$ cat config.mk
export PLATFORM = sky130hd
export DESIGN_NAME = mouse_pos_tracker
export DESIGN_NICKNAME = d
export VERILOG_FILES = /design/src/rtl/mouse_pos_tracker_pkg.sv /design/src/rtl/mouse_axis_accum.sv /design/src/rtl/mouse_pos_tracker.sv
export SDC_FILE = /design/constraint.sdc
export NUM_CORES = 1
export LEC_CHECK = 0
export BUFFER_PORTS_ARGS = -buffer_cell sky130_fd_sc_hd__buf_2
export CAP_MARGIN = 20
export CORE_ASPECT_RATIO = 1.4
export CORE_UTILIZATION = 50
export DETAILED_ROUTE_END_ITERATION = 6
export PLACE_DENSITY = 0.73
export SYNTH_ARGS = -nofsm -noshare
export SYNTH_HDL_FRONTEND = slang
export SYNTH_SLANG_ARGS = --single-unit
$ cat constraint.sdc
create_clock -name pclk -period 8.2 [get_ports pclk]
set_input_delay 1.64 -clock pclk [delete_from_list [all_inputs] [get_ports pclk]]
set_output_delay 1.64 -clock pclk [all_outputs]
set_load 0.05 [all_outputs]
$ cat src/rtl/mouse_pos_tracker_pkg.sv
// Shared types and defaults for the PS/2 mouse position tracker:
// packet-assembly states, screen limits and the header/delta helpers.
package mouse_pos_tracker_pkg;

   localparam int POS_W   = 12;
   localparam int DELTA_W = 13;

   localparam int unsigned SCREEN_X_MAX    = 1023;
   localparam int unsigned SCREEN_Y_MAX    = 767;
   localparam int unsigned SCREEN_X_INIT   = 512;
   localparam int unsigned SCREEN_Y_INIT   = 384;
   localparam int unsigned DEFAULT_TIMEOUT = 65_000_000;

   typedef enum logic [2:0] {
      BYTE0 = 3'b001,
      BYTE1 = 3'b010,
      BYTE2 = 3'b100
   } state_e;

   // Only the header fields the tracker consumes are kept.
   typedef struct packed {
      logic y_ovf;
      logic x_ovf;
      logic y_sign;
      logic x_sign;
      logic right;
      logic left;
   } hdr_t;

   function automatic logic signed [DELTA_W-1:0] axis_delta(input logic sgn,
                                                           input logic [7:0] low,
                                                           input logic ovf);
      logic signed [DELTA_W-1:0] d;
      if (ovf) begin
         d = 13'sd0;
      end else begin
         d = $signed({{5{sgn}}, sgn, low});
      end
      return d;
   endfunction

endpackage

$ cat src/rtl/mouse_axis_accum.sv
// One cursor axis: position plus signed delta, clamped into 0..max.
module mouse_axis_accum
   import mouse_pos_tracker_pkg::*;
(
   input  logic [POS_W-1:0]          pos_i,
   input  logic signed [DELTA_W-1:0] delta_i,
   input  logic [POS_W-1:0]          max_i,
   output logic [POS_W-1:0]          pos_o
);

   logic signed [POS_W+1:0] sum_s;
   logic signed [POS_W+1:0] max_s;

   always_comb begin
      sum_s = $signed({2'b00, pos_i}) + (POS_W+2)'(delta_i);
      max_s = $signed({2'b00, max_i});
      if (sum_s < 14'sd0) begin
         pos_o = {POS_W{1'b0}};
      end else if (sum_s > max_s) begin
         pos_o = max_i;
      end else begin
         pos_o = sum_s[POS_W-1:0];
      end
   end

endmodule

$ cat src/rtl/mouse_pos_tracker.sv
// Assembles 3-byte PS/2 mouse packets and keeps a clamped cursor position
// plus button state; a stalled partial packet is dropped after TIMEOUT cycles.
module mouse_pos_tracker
   import mouse_pos_tracker_pkg::*;
#(
   parameter int unsigned X_MAX   = SCREEN_X_MAX,
   parameter int unsigned Y_MAX   = SCREEN_Y_MAX,
   parameter int unsigned X_INIT  = SCREEN_X_INIT,
   parameter int unsigned Y_INIT  = SCREEN_Y_INIT,
   parameter int unsigned TIMEOUT = DEFAULT_TIMEOUT
) (
   input  logic        pclk,
   input  logic        rst,
   input  logic [7:0]  rx_data,
   input  logic        rx_valid,
   output logic [11:0] mouse_xpos,
   output logic [11:0] mouse_ypos,
   output logic        mouse_left,
   output logic        mouse_right,
   output logic        pos_update
);

   localparam logic [POS_W-1:0] X_MAX_C   = POS_W'(X_MAX);
   localparam logic [POS_W-1:0] Y_MAX_C   = POS_W'(Y_MAX);
   localparam logic [31:0]      TO_LAST_C = 32'(TIMEOUT - 1);

   state_e            state_q, state_d;
   hdr_t              hdr_q, hdr_d;
   logic [7:0]        b1_q, b1_d;
   logic [31:0]       cnt_q, cnt_d;
   logic              apply_s;
   logic [POS_W-1:0]  xpos_q, ypos_q, xnew_s, ynew_s;
   logic              left_q, right_q, upd_q;
   logic signed [DELTA_W-1:0] dx_s, dy_s, dy_neg_s;

   always_comb begin
      state_d = state_q;
      hdr_d   = hdr_q;
      b1_d    = b1_q;
      cnt_d   = cnt_q;
      apply_s = 1'b0;
      if (rx_valid) begin
         cnt_d = 32'd0;
         case (state_q)
            BYTE0: begin
               if (rx_data[3]) begin
                  hdr_d   = {rx_data[7:4], rx_data[1:0]};
                  state_d = BYTE1;
               end else begin
                  state_d = BYTE0;
               end
            end
            BYTE1: begin
               b1_d    = rx_data;
               state_d = BYTE2;
            end
            BYTE2: begin
               apply_s = 1'b1;
               state_d = BYTE0;
            end
            default: state_d = BYTE0;
         endcase
      end else if (state_q != BYTE0) begin
         // Idle mid-packet: give up on the packet once TIMEOUT idle cycles pass.
         if (cnt_q == TO_LAST_C) begin
            cnt_d   = 32'd0;
            state_d = BYTE0;
         end else begin
            cnt_d = cnt_q + 32'd1;
         end
      end else begin
         cnt_d = cnt_q;
      end
   end

   assign dx_s     = axis_delta(hdr_q.x_sign, b1_q, hdr_q.x_ovf);
   assign dy_s     = axis_delta(hdr_q.y_sign, rx_data, hdr_q.y_ovf);
   assign dy_neg_s = 13'sd0 - dy_s;

   mouse_axis_accum u_x_accum (
      .pos_i   (xpos_q),
      .delta_i (dx_s),
      .max_i   (X_MAX_C),
      .pos_o   (xnew_s)
   );

   // Screen Y grows downward, so the PS/2 (up-positive) delta is subtracted.
   mouse_axis_accum u_y_accum (
      .pos_i   (ypos_q),
      .delta_i (dy_neg_s),
      .max_i   (Y_MAX_C),
      .pos_o   (ynew_s)
   );

   always_ff @(posedge pclk or posedge rst) begin
      if (rst) begin
         state_q <= BYTE0;
         hdr_q   <= '0;
         b1_q    <= 8'd0;
         cnt_q   <= 32'd0;
         xpos_q  <= POS_W'(X_INIT);
         ypos_q  <= POS_W'(Y_INIT);
         left_q  <= 1'b0;
         right_q <= 1'b0;
         upd_q   <= 1'b0;
      end else begin
         state_q <= state_d;
         hdr_q   <= hdr_d;
         b1_q    <= b1_d;
         cnt_q   <= cnt_d;
         upd_q   <= apply_s;
         if (apply_s) begin
            xpos_q  <= xnew_s;
            ypos_q  <= ynew_s;
            left_q  <= hdr_q.left;
            right_q <= hdr_q.right;
         end
      end
   end

   assign mouse_xpos  = xpos_q;
   assign mouse_ypos  = ypos_q;
   assign mouse_left  = left_q;
   assign mouse_right = right_q;
   assign pos_update  = upd_q;

endmodule

==> flow_metrics.tcl, run 1 <==
set metrics [dict create \
    report.final.slew_viol_count 0 \
    hold_class "flip-flop to flip-flop" \
    netlist_area_um2 4997 \
    synthCells 543 \
    synth_flop_cell "dfrtp_1" \
    place_inst 699 \
    place_hpwl_um 8209 \
    syn_area_per_cell_um2 9.203 \
    cts.sinks 76 \
    critPathLaunchType "input pin" \
    fin_worst_skew_ns 0.007366 \
    synthArstFlopShare 1.000 \
    synth-edff-count 0 \
    rsz0062_at_grt "no" \
    yosysWarnings 0 \
    p_per_area_nw_per_um2 346.6 \
    fill_cells 855 \
    coreArea_um2 9564 \
    post-route-period-util 0.6411 \
    setup_viol 0 \
    design_area_um2 5653 \
    grt_pass1_wl_um 19560 \
    critical_path_arrival_ns 5.45 \
    worst_pin_slew_ns 0.9766 \
    die_y_um 120.3 \
    cts_hold_buf 0 \
    antenna_cells 0 \
    drc 0 \
    power_mw 1.959 \
    vias 4269 \
    nets 621 \
    fmax_mhz 190.2 \
    grt_max_degree 77 \
    clockBufferDepth 2 \
    min_period_ns 5.257 \
    max_slew_margin 0.3321 \
    ys_seq_area_frac 0.3816 \
    routedWlPerCell_um 16.12 \
    cts_tree "built" \
    overflow 0 \
    postCtsSetupBuffers 0 \
    worst-setup-path-type "input pin to flip-flop" \
    layout.cells.non_filler 716 \
    area_growth_pct 13.12 \
    ios 38 \
    cp_max_fo 8 \
    fp.dieW_um 86.49 \
    wirelength_um 11540 \
    p_leak_nw 2.593 \
    clk_latency_ns 0.35 \
    syn_nets 585 \
    setup_tns_ns 0 \
    drv_cap 0 \
    drtIter0Drc 266 \
    vias_per_cell 5.962 \
    crit_required_ns 8.39 \
    drive_gt1_frac 0.1455 \
    hold_viol_final 0 \
    first_pass_iters 5 \
    ant_nets 0 \
    grt_pass1_vias 4300 \
    cts-root-buf "clkbuf_16" \
    status "completed" \
    antenna_found_initial 0 \
    ys_ff_latch 76 \
    endpoint_kind "flip-flop" \
    start_util 0.5225 \
    gp_congestion 0.9037 \
    ir_worst_vdd_uv 136.6 \
    ys_types 70 \
    die_area_um2 10400 \
    place_area_um2 5300 \
    port_buffers 37 \
    numCtsBuffers 9 \
    cts_resized 0 \
    track_usage 0.2403 \
    rows 42 \
    clk_pin_slew_worst_paths_ns 0.06 \
    htree_levels 3 \
]
[cell families (layout without fill, tap and decap cells)]
family / after synthesis / after routing / share of synthesized area
fa+ha+maj: 31 / 31 / 0.08062
simple gates: 224 / 224 / 0.2271
compound gates: 123 / 123 / 0.1800
mux: 15 / 15 / 0.03330
xor+xnor: 40 / 40 / 0.07010
buf+inv: 34 / 75 / 0.02729
flops: 76 / 76 / 0.3816
[synth_stat cells (4+ instances only)]
library cell	count	area, µm²
a31oi_1	7	43.79
clkbuf_1	12	45.04
a32oi_1	4	35.03
nand3_1	17	85.08
o221ai_1	8	70.07
and2_1	4	25.02
nand4_1	4	25.02
dfstp_2	4	105.1
xor2_1	18	157.7
or2_2	4	25.02
o21a_1	6	45.04
mux2_2	13	146.4
o211ai_1	7	52.55
a21oi_1	16	80.08
dfrtp_1	72	1802
nand3b_1	4	30.03
inv_1	18	67.56
ha_1	29	362.9
or3_1	4	25.02
o31ai_1	4	30.03
a211oi_1	9	67.56
nor4_1	5	31.28
nor2b_1	16	100.1
nand2_1	62	232.7
nor2_1	59	221.5
nor3_1	11	55.05
xnor2_1	22	192.7
nand2b_1	6	37.54
a21o_1	9	67.56
o21ai_0	20	100.1
and3_1	8	50.05
or4_1	4	30.03
[metal layers]
| metal | vias up | wire length (µm) | track usage |
|---|---|---|---|
| met5 | - | 0 | 0 |
| met4 | 0 | 405 | 0.1510 |
| met3 | 35 | 366 | 0.04096 |
| met2 | 86 | 5973 | 0.4107 |
| met1 | 2103 | 4795 | 0.2754 |
| li1 | 2045 | - | - |
[worst paths after layout]
check	from	end	slack (ns)	depth (start not counted)
worst max-delay path	rx_data[3]	mouse_ypos[1]$_DFFE_PP0P_	2.94	14
worst min-delay path	hdr_q[0]$_DFFE_PP0P_	mouse_left$_DFFE_PP0P_	0.47	2
worst max register to register	hdr_q[5]$_DFFE_PP0P_	mouse_ypos[1]$_DFFE_PP0P_	4.18	13
worst min register to register	hdr_q[0]$_DFFE_PP0P_	mouse_left$_DFFE_PP0P_	0.47	2
max in group asynchronous	rst	mouse_xpos[9]$_DFFE_PP1P_	6.38	4
min in group asynchronous	rst	cnt_q[18]$_DFFE_PP0P_	1.23	3
[sequential cells by signal, indices dropped and copies added, names as in the netlist]
name	cells
mouse_ypos	12
hdr_q	6
state_q	3
pos_update	1
b1_q	8
cnt_q	32
mouse_right	1
mouse_left	1
mouse_xpos	12
[cells in the final DEF (no fill, tap or decap), types with 5 or more instances in the layout]
cell	instances
nor2_1	58
inv_1	17
a31oi_1	7
ha_1	29
and3_1	8
o21ai_0	20
a21o_1	9
o211ai_1	7
xor2_1	18
nand3_1	17
a21oi_1	16
dfrtp_1	72
o221ai_1	8
o21a_1	6
mux2_2	13
buf_2	37
a211oi_1	9
nor3_1	11
nand2b_1	6
nor4_1	5
xnor2_1	22
nand2_1	62
clkbuf_16	9
nor2b_1	16
[power breakdown]
part | internal, mW | total, mW | switching [mW]
combinational | 0.354 | 0.974 | 0.620
sequential | 0.462 | 0.546 | 0.0836
clock | 0.276 | 0.439 | 0.163
[worst max-delay path, stage by stage]
cell and delay (ns):
buf_2 0.15, or4_1 0.60, nor3_1 0.43, nand3_1 0.13
o21a_1 0.12, o22ai_1 0.14, ha_1 0.33, a21o_1 0.22
a21o_1 0.20, and2_1 0.17, or3_1 0.36, a221o_1 0.34
nor2_1 0.42, a32oi_1 0.18
[area by class of cell]
type / count / area [µm²] / area share
well taps: 132 / 165.2 / 0.02922
flip-flops and latches: 76 / 1907 / 0.3373
multi-input cells: 433 / 2957 / 0.5230
inverters: 19 / 71.32 / 0.01262
clock inverters: 5 / 82.58 / 0.01461
repair buffers: 40 / 227.7 / 0.04028
clock buffers: 11 / 242.7 / 0.04294
[metrics by stage]
step | hold WS (ns) | util | worst slack [ns]
floorplan | 0.4348 | - | 3.109
global placement | 0.4502 | 0.5542 | 2.771
detailed placement | 0.4623 | 0.5542 | 2.592
CTS | 0.4782 | 0.5882 | 2.945
global route | 0.4989 | 0.5911 | 2.685
finish | 0.4678 | 0.5911 | 2.943
(Power assumes the default switching activity.)
==> inputs of run 2 (changes only) <==
- PLACE_DENSITY: 0.73 -> 0.76
- clock period: 8.2 -> 4.6 ns (I/O delays scaled with it)
==> run 2 against run 1 <==
Final cell count increased by 0.56%. Global-route usage decreased by 1.4 points. Total power increased by 77%. Utilization decreased by 0.10 points. Clock power increased by 68%. Register-to-register slack got worse by 3.5 ns.
==> flow_metrics.tcl, run 2 (same netlist as run 1, synthesis figures left out) <==
set metrics [dict create \
    status "completed" \
    area_growth_pct 12.92 \
    worst-setup-path-type "input pin to flip-flop" \
    wirelength_um 11350 \
    grt_pass1_wl_um 18510 \
    start_util 0.5225 \
    drive_gt1_frac 0.1531 \
    cts_tree "built" \
    htree_levels 3 \
    routedWlPerCell_um 15.76 \
    rows 42 \
    hold_depth 2 \
    cts.sinks 76 \
    register_area_um2 1907 \
    p_per_area_nw_per_um2 614.2 \
    ir_worst_vdd_uv 227.0 \
    crit_required_ns 4.79 \
    numCtsBuffers 9 \
    layout_commonest_cell "dfrtp_1" \
    clockBufferDepth 2 \
    pre_cts_slack_ns 0.004867 \
    reg2reg_depth 14 \
    setup_viol 0 \
    track_usage 0.2266 \
    max_slew_margin 0.3104 \
    fill_cells 841 \
    postCtsSetupBuffers 0 \
    die_y_um 120.3 \
    vias_per_cell 5.817 \
    fp.dieW_um 86.49 \
    grt_max_degree 41 \
    cts_hold_buf 0 \
    drv_cap 0 \
    place_hpwl_um 8305 \
    antenna_found_initial 0 \
    cts-root-buf "clkbuf_16" \
    setup_tns_ns 0 \
    die_area_um2 10400 \
    first_pass_iters 5 \
    final_cell_mix "dfrtp_1, nand2_1, nor2_1" \
    cp_max_fo 8 \
    rr_endpoint "mouse_ypos[5]$_DFFE_PP0P_" \
    min_from "mouse_left$_DFFE_PP0P_" \
    ios 38 \
    report.final.slew_viol_count 0 \
    worst_slack_ns 0.3056 \
    rrSetupSlack_ns 0.67 \
    cp_slowest_cell "or4_1" \
    gp_congestion 0.8968 \
    path_delay_family "simple AND/OR/NAND/NOR gates" \
    fmax_mhz 232.9 \
    multi_input_area_um2 2957 \
    nets 625 \
    endpoint_kind "flip-flop" \
    p_leak_nw 2.592 \
    whs_endpoint "mouse_left$_DFFE_PP0P_" \
    cts_resized 0 \
    crit_buf_inv 2 \
    drtIter0Drc 207 \
    ant_nets 0 \
    port_buffers 37 \
    cpPeakStageDelay_ns 0.60 \
    crit_top_cell "a21o_1" \
    r2r-start "hdr_q[5]$_DFFE_PP0P_" \
    crit_chain "buf_2, or4_1, nor3_1, buf_4, nand3_1, o21a_1, o22ai_1, ha_1, a21o_1, a21o_1, and2_1, or3_1, a221o_1, nor2_1, a32oi_1" \
    critical_path_arrival_ns 4.48 \
    rsz0062_at_grt "no" \
    fin_worst_skew_ns 0.008744 \
    vias 4188 \
    antenna_cells 0 \
    critPathLaunchType "input pin" \
    hold_viol_final 0 \
    hold_class "flip-flop to flip-flop" \
    coreArea_um2 9564 \
    overflow 0 \
    post-route-period-util 0.9336 \
    worst_pin_slew_ns 1.008 \
    min_period_ns 4.294 \
    clk_latency_ns 0.35 \
    regMostFlops "cnt_q" \
    clk_pin_slew_worst_paths_ns 0.07 \
    drc 0 \
    grt_pass1_vias 4044 \
    largest_register_ffs 32 \
]
==> run 2: cell count changes in the layout (fill, tap and decap cells not counted) <==
cell / before / now
buf_4: 2 / 7
clkbuf_1: 1 / 0
inv_6: 1 / 3
clkinv_4: 1 / 0
bufinv_16: 2 / 1
clkbuf_8: 1 / 0
buf_16: 1 / 0
inv_8: 0 / 1
clkinvlp_4: 0 / 1
==> run 2: worst max-delay path by stage <==
| stage | endpoint | from | cells past startpoint | slack (ns) |
|---|---|---|---|---|
| CTS | mouse_ypos[1]$_DFFE_PP0P_ | rx_data[3] | 15 | 0.36 |
| detailed placement | mouse_ypos[1]$_DFFE_PP0P_ | rx_data[3] | 15 | 0.005 |
| global placement | mouse_ypos[1]$_DFFE_PP0P_ | rx_data[3] | 15 | 0.11 |
| global route | mouse_ypos[1]$_DFFE_PP0P_ | rx_data[2] | 15 | 0.05 |
| floorplan | mouse_ypos[1]$_DFFE_PP0P_ | rx_data[2] | 14 | 0.23 |
| finish | mouse_ypos[5]$_DFFE_PP0P_ | rx_data[2] | 15 | 0.31 |
==> run 2: stage by stage <==
step / instances / hold slack [ns] / utilization / area, µm² / power [mW]
2_1_floorplan: 543 / 0.4348 / - / 4997 / 2.340
3_3_place_gp: 704 / 0.4561 / 0.5581 / 5338 / 2.653
3_5_place_dp: 704 / 0.4649 / 0.5581 / 5338 / 2.719
4_1_cts: 720 / 0.4804 / 0.5900 / 5643 / 3.465
5_1_grt: 720 / 0.5188 / 0.5900 / 5643 / 3.685
6_report: 720 / 0.4795 / 0.5900 / 5643 / 3.466
==> run 2: final cells by class <==
type                            count  area share
Sequential cell                    76      0.3379
Clock buffer                        9     0.03991
Inverter                           19     0.01264
Tap cell                          132     0.02927
Clock inverter                      7     0.01419
Timing Repair Buffer               44     0.04213
Multi-Input combinational cell    433      0.5239
==> run 2: power by group <==
| group | total (mW) | internal [mW] | switching (mW) | leakage, nW |
|---|---|---|---|---|
| clock | 0.739 | 0.429 | 0.310 | 0.149 |
| combinational | 1.75 | 0.639 | 1.11 | 1.44 |
| sequential | 0.977 | 0.824 | 0.153 | 1.01 |
==> run 2: worst register-to-register path: cells and delay by family, from the launching register on <==
| family | cells | cell delay, ns |
|---|---|---|
| AO/OA/AOI/OAI | 7 | 1.52 |
| AND/OR/NAND/NOR | 4 | 0.95 |
| adder cells (fa/ha/maj) | 2 | 0.62 |
| flip-flops | 1 | 0.54 |
| buffers and inverters | 1 | 0.17 |
==> run 2: layer usage <==
layer | GRT usage | vias up | share of wire
li1 | - | 2047 | -
met1 | 0.2588 | 2045 | 0.41
met2 | 0.4008 | 79 | 0.53
met3 | 0.04710 | 17 | 0.039
met4 | 0.1031 | 0 | 0.019
met5 | 0 | - | 0
==> inputs of run 3 (changes only) <==
- CORE_UTILIZATION: 50 -> 30
- PLACE_DENSITY: 0.76 -> 0.52
==> run 3 against run 2 <==
The run now ends with DRC left. Die area increased by 65%. Global-route usage decreased by 7.4 points. Final area increased by 2.2%. Clock power decreased by 5.0%. Critical path depth decreased by 1. Non-clock buffer count increased by 5. Flip-flop and latch count unchanged. Largest cell class unchanged.
==> flow_metrics.tcl, run 3 (same netlist as run 1, synthesis figures left out) <==
set metrics [dict create \
    status "finished with violations" \
    violations "DRC" \
    crit_required_ns 4.79 \
    final_cell_mix "dfrtp_1, nand2_1, nor2_1" \
    overflow 0 \
    htree_levels 3 \
    post-route-period-util 0.9218 \
    drtIter0Drc 188 \
    p_per_area_nw_per_um2 598.6 \
    wirelength_um 12330 \
    cts-root-buf "clkbuf_16" \
    setup_tns_ns 0 \
    rsz0062_at_grt "no" \
    cp_max_fo 8 \
    die_area_um2 17190 \
    critPathLaunchType "input pin" \
    coreArea_um2 16240 \
    largest_register_ffs 32 \
    ir_worst_vdd_uv 167.9 \
    rows 55 \
    nets 630 \
    endpoint_kind "flip-flop" \
    power_frac_seq 0.284 \
    place_hpwl_um 9382 \
    start_util 0.3077 \
    hold_viol_final 0 \
    power_frac_clock 0.203 \
    layout_commonest_cell "dfrtp_1" \
    cts_tree "built" \
    intPower_mw 1.857 \
    worst_pin_slew_ns 0.9509 \
    setup_viol 0 \
    track_usage 0.1529 \
    gp_congestion 0.8630 \
    report.final.slew_viol_count 0 \
    routedWlPerCell_um 15.55 \
    p_switching_mw 1.595 \
    drive_gt1_frac 0.1602 \
    postCtsSetupBuffers 0 \
    clk_pin_slew_worst_paths_ns 0.07 \
    port_buffers 37 \
    min_period_ns 4.240 \
    critical_path_arrival_ns 4.43 \
    worst-setup-path-type "input pin to flip-flop" \
    clockBufferDepth 2 \
    hold_class "flip-flop to flip-flop" \
    switching_share 0.4621 \
    grt_pass1_wl_um 21180 \
    grt_pass1_vias 4280 \
    die_y_um 154.7 \
    fin_worst_skew_ns 0.01035 \
    max_slew_margin 0.3497 \
    clk_latency_ns 0.35 \
    vias_per_cell 5.369 \
    drc 16 \
    fp.dieW_um 111.1 \
    cts.sinks 76 \
    ios 38 \
    vias 4258 \
    combPwrFrac 0.513 \
    cts_resized 0 \
    finish.utilization 0.3552 \
    ant_nets 0 \
    grt_max_degree 57 \
    cts_hold_buf 0 \
    numCtsBuffers 9 \
    regMostFlops "cnt_q" \
    first_pass_iters 6 \
    fmax_mhz 235.8 \
    area_growth_pct 15.42 \
    p_leak_nw 2.613 \
    antenna_found_initial 0 \
    drv_cap 0 \
]
run 3: cell type report:
class | count | area [µm²]
clock buffers | 9 | 225.2
clock inverters | 7 | 67.56
multi-input cells | 433 | 2957
flip-flops and latches | 76 | 1907
diodes | 1 | 2.502
repair buffers | 49 | 287.8
well taps | 199 | 249.0
inverters | 19 | 72.57
fillers | 1669 | 10470
run 3: per-layer routing:
layer / GRT usage / up-vias / share of wire
met5: 0 / - / 0
li1: - / 2074 / -
met1: 0.1676 / 2108 / 0.41
met3: 0.02547 / 18 / 0.027
met4: 0.06306 / 0 / 0.024
met2: 0.2899 / 58 / 0.54
run 3: path summary, 6_finish.rpt:
| check | start | end | slack [ns] | cells after the start |
|---|---|---|---|---|
| worst max-delay path | rx_data[2] | mouse_ypos[3]$_DFFE_PP0P_ | 0.36 | 14 |
| max in group asynchronous | rst | mouse_xpos[9]$_DFFE_PP1P_ | 3.15 | 4 |
| worst min register to register | hdr_q[1]$_DFFE_PP0P_ | mouse_right$_DFFE_PP0P_ | 0.47 | 2 |
| min in group asynchronous | rst | cnt_q[20]$_DFFE_PP0P_ | 0.53 | 2 |
| worst min-delay path | hdr_q[1]$_DFFE_PP0P_ | mouse_right$_DFFE_PP0P_ | 0.47 | 2 |
| worst max register to register | hdr_q[5]$_DFFE_PP0P_ | mouse_ypos[3]$_DFFE_PP0P_ | 0.62 | 13 |
run 3: stage by stage:
stage | hold WS, ns | std cells | total power, mW | worst slack [ns] | cell area, µm²
final | 0.4673 | 793 | 3.453 | 0.3596 | 5768
after detailed placement | 0.4569 | 775 | 2.767 | 0.01326 | 5453
after global placement | 0.4499 | 775 | 2.721 | 0.08269 | 5453
after floorplan | 0.4348 | 543 | 2.340 | 0.2295 | 4997
after CTS | 0.4756 | 791 | 3.483 | 0.3757 | 5746
after global routing | 0.5093 | 792 | 3.702 | 0.05737 | 5766
run 3: power groups by stage:
| stage | combinational, mW | sequential (mW) | clock (mW) |
|---|---|---|---|
| final | 1.77 | 0.979 | 0.702 |
| after global routing | 1.95 | 1.00 | 0.746 |
| after CTS | 1.78 | 0.983 | 0.724 |
| after detailed placement | 1.77 | 0.995 | 0 |
| after global placement | 1.73 | 0.988 | 0 |
| after floorplan | 1.13 | 1.21 | 0 |
run 3: worst max-delay path, stage by stage:
cell     delay (ns)
buf_2          0.13
or4_1          0.55
nor3_1         0.29
nand3_1        0.12
o21a_1         0.12
o22ai_1        0.13
ha_1           0.26
a21o_1         0.19
a21o_1         0.20
and2_1         0.16
or3_1          0.37
a221o_1        0.34
nor2_1         0.45
a32oi_1        0.19
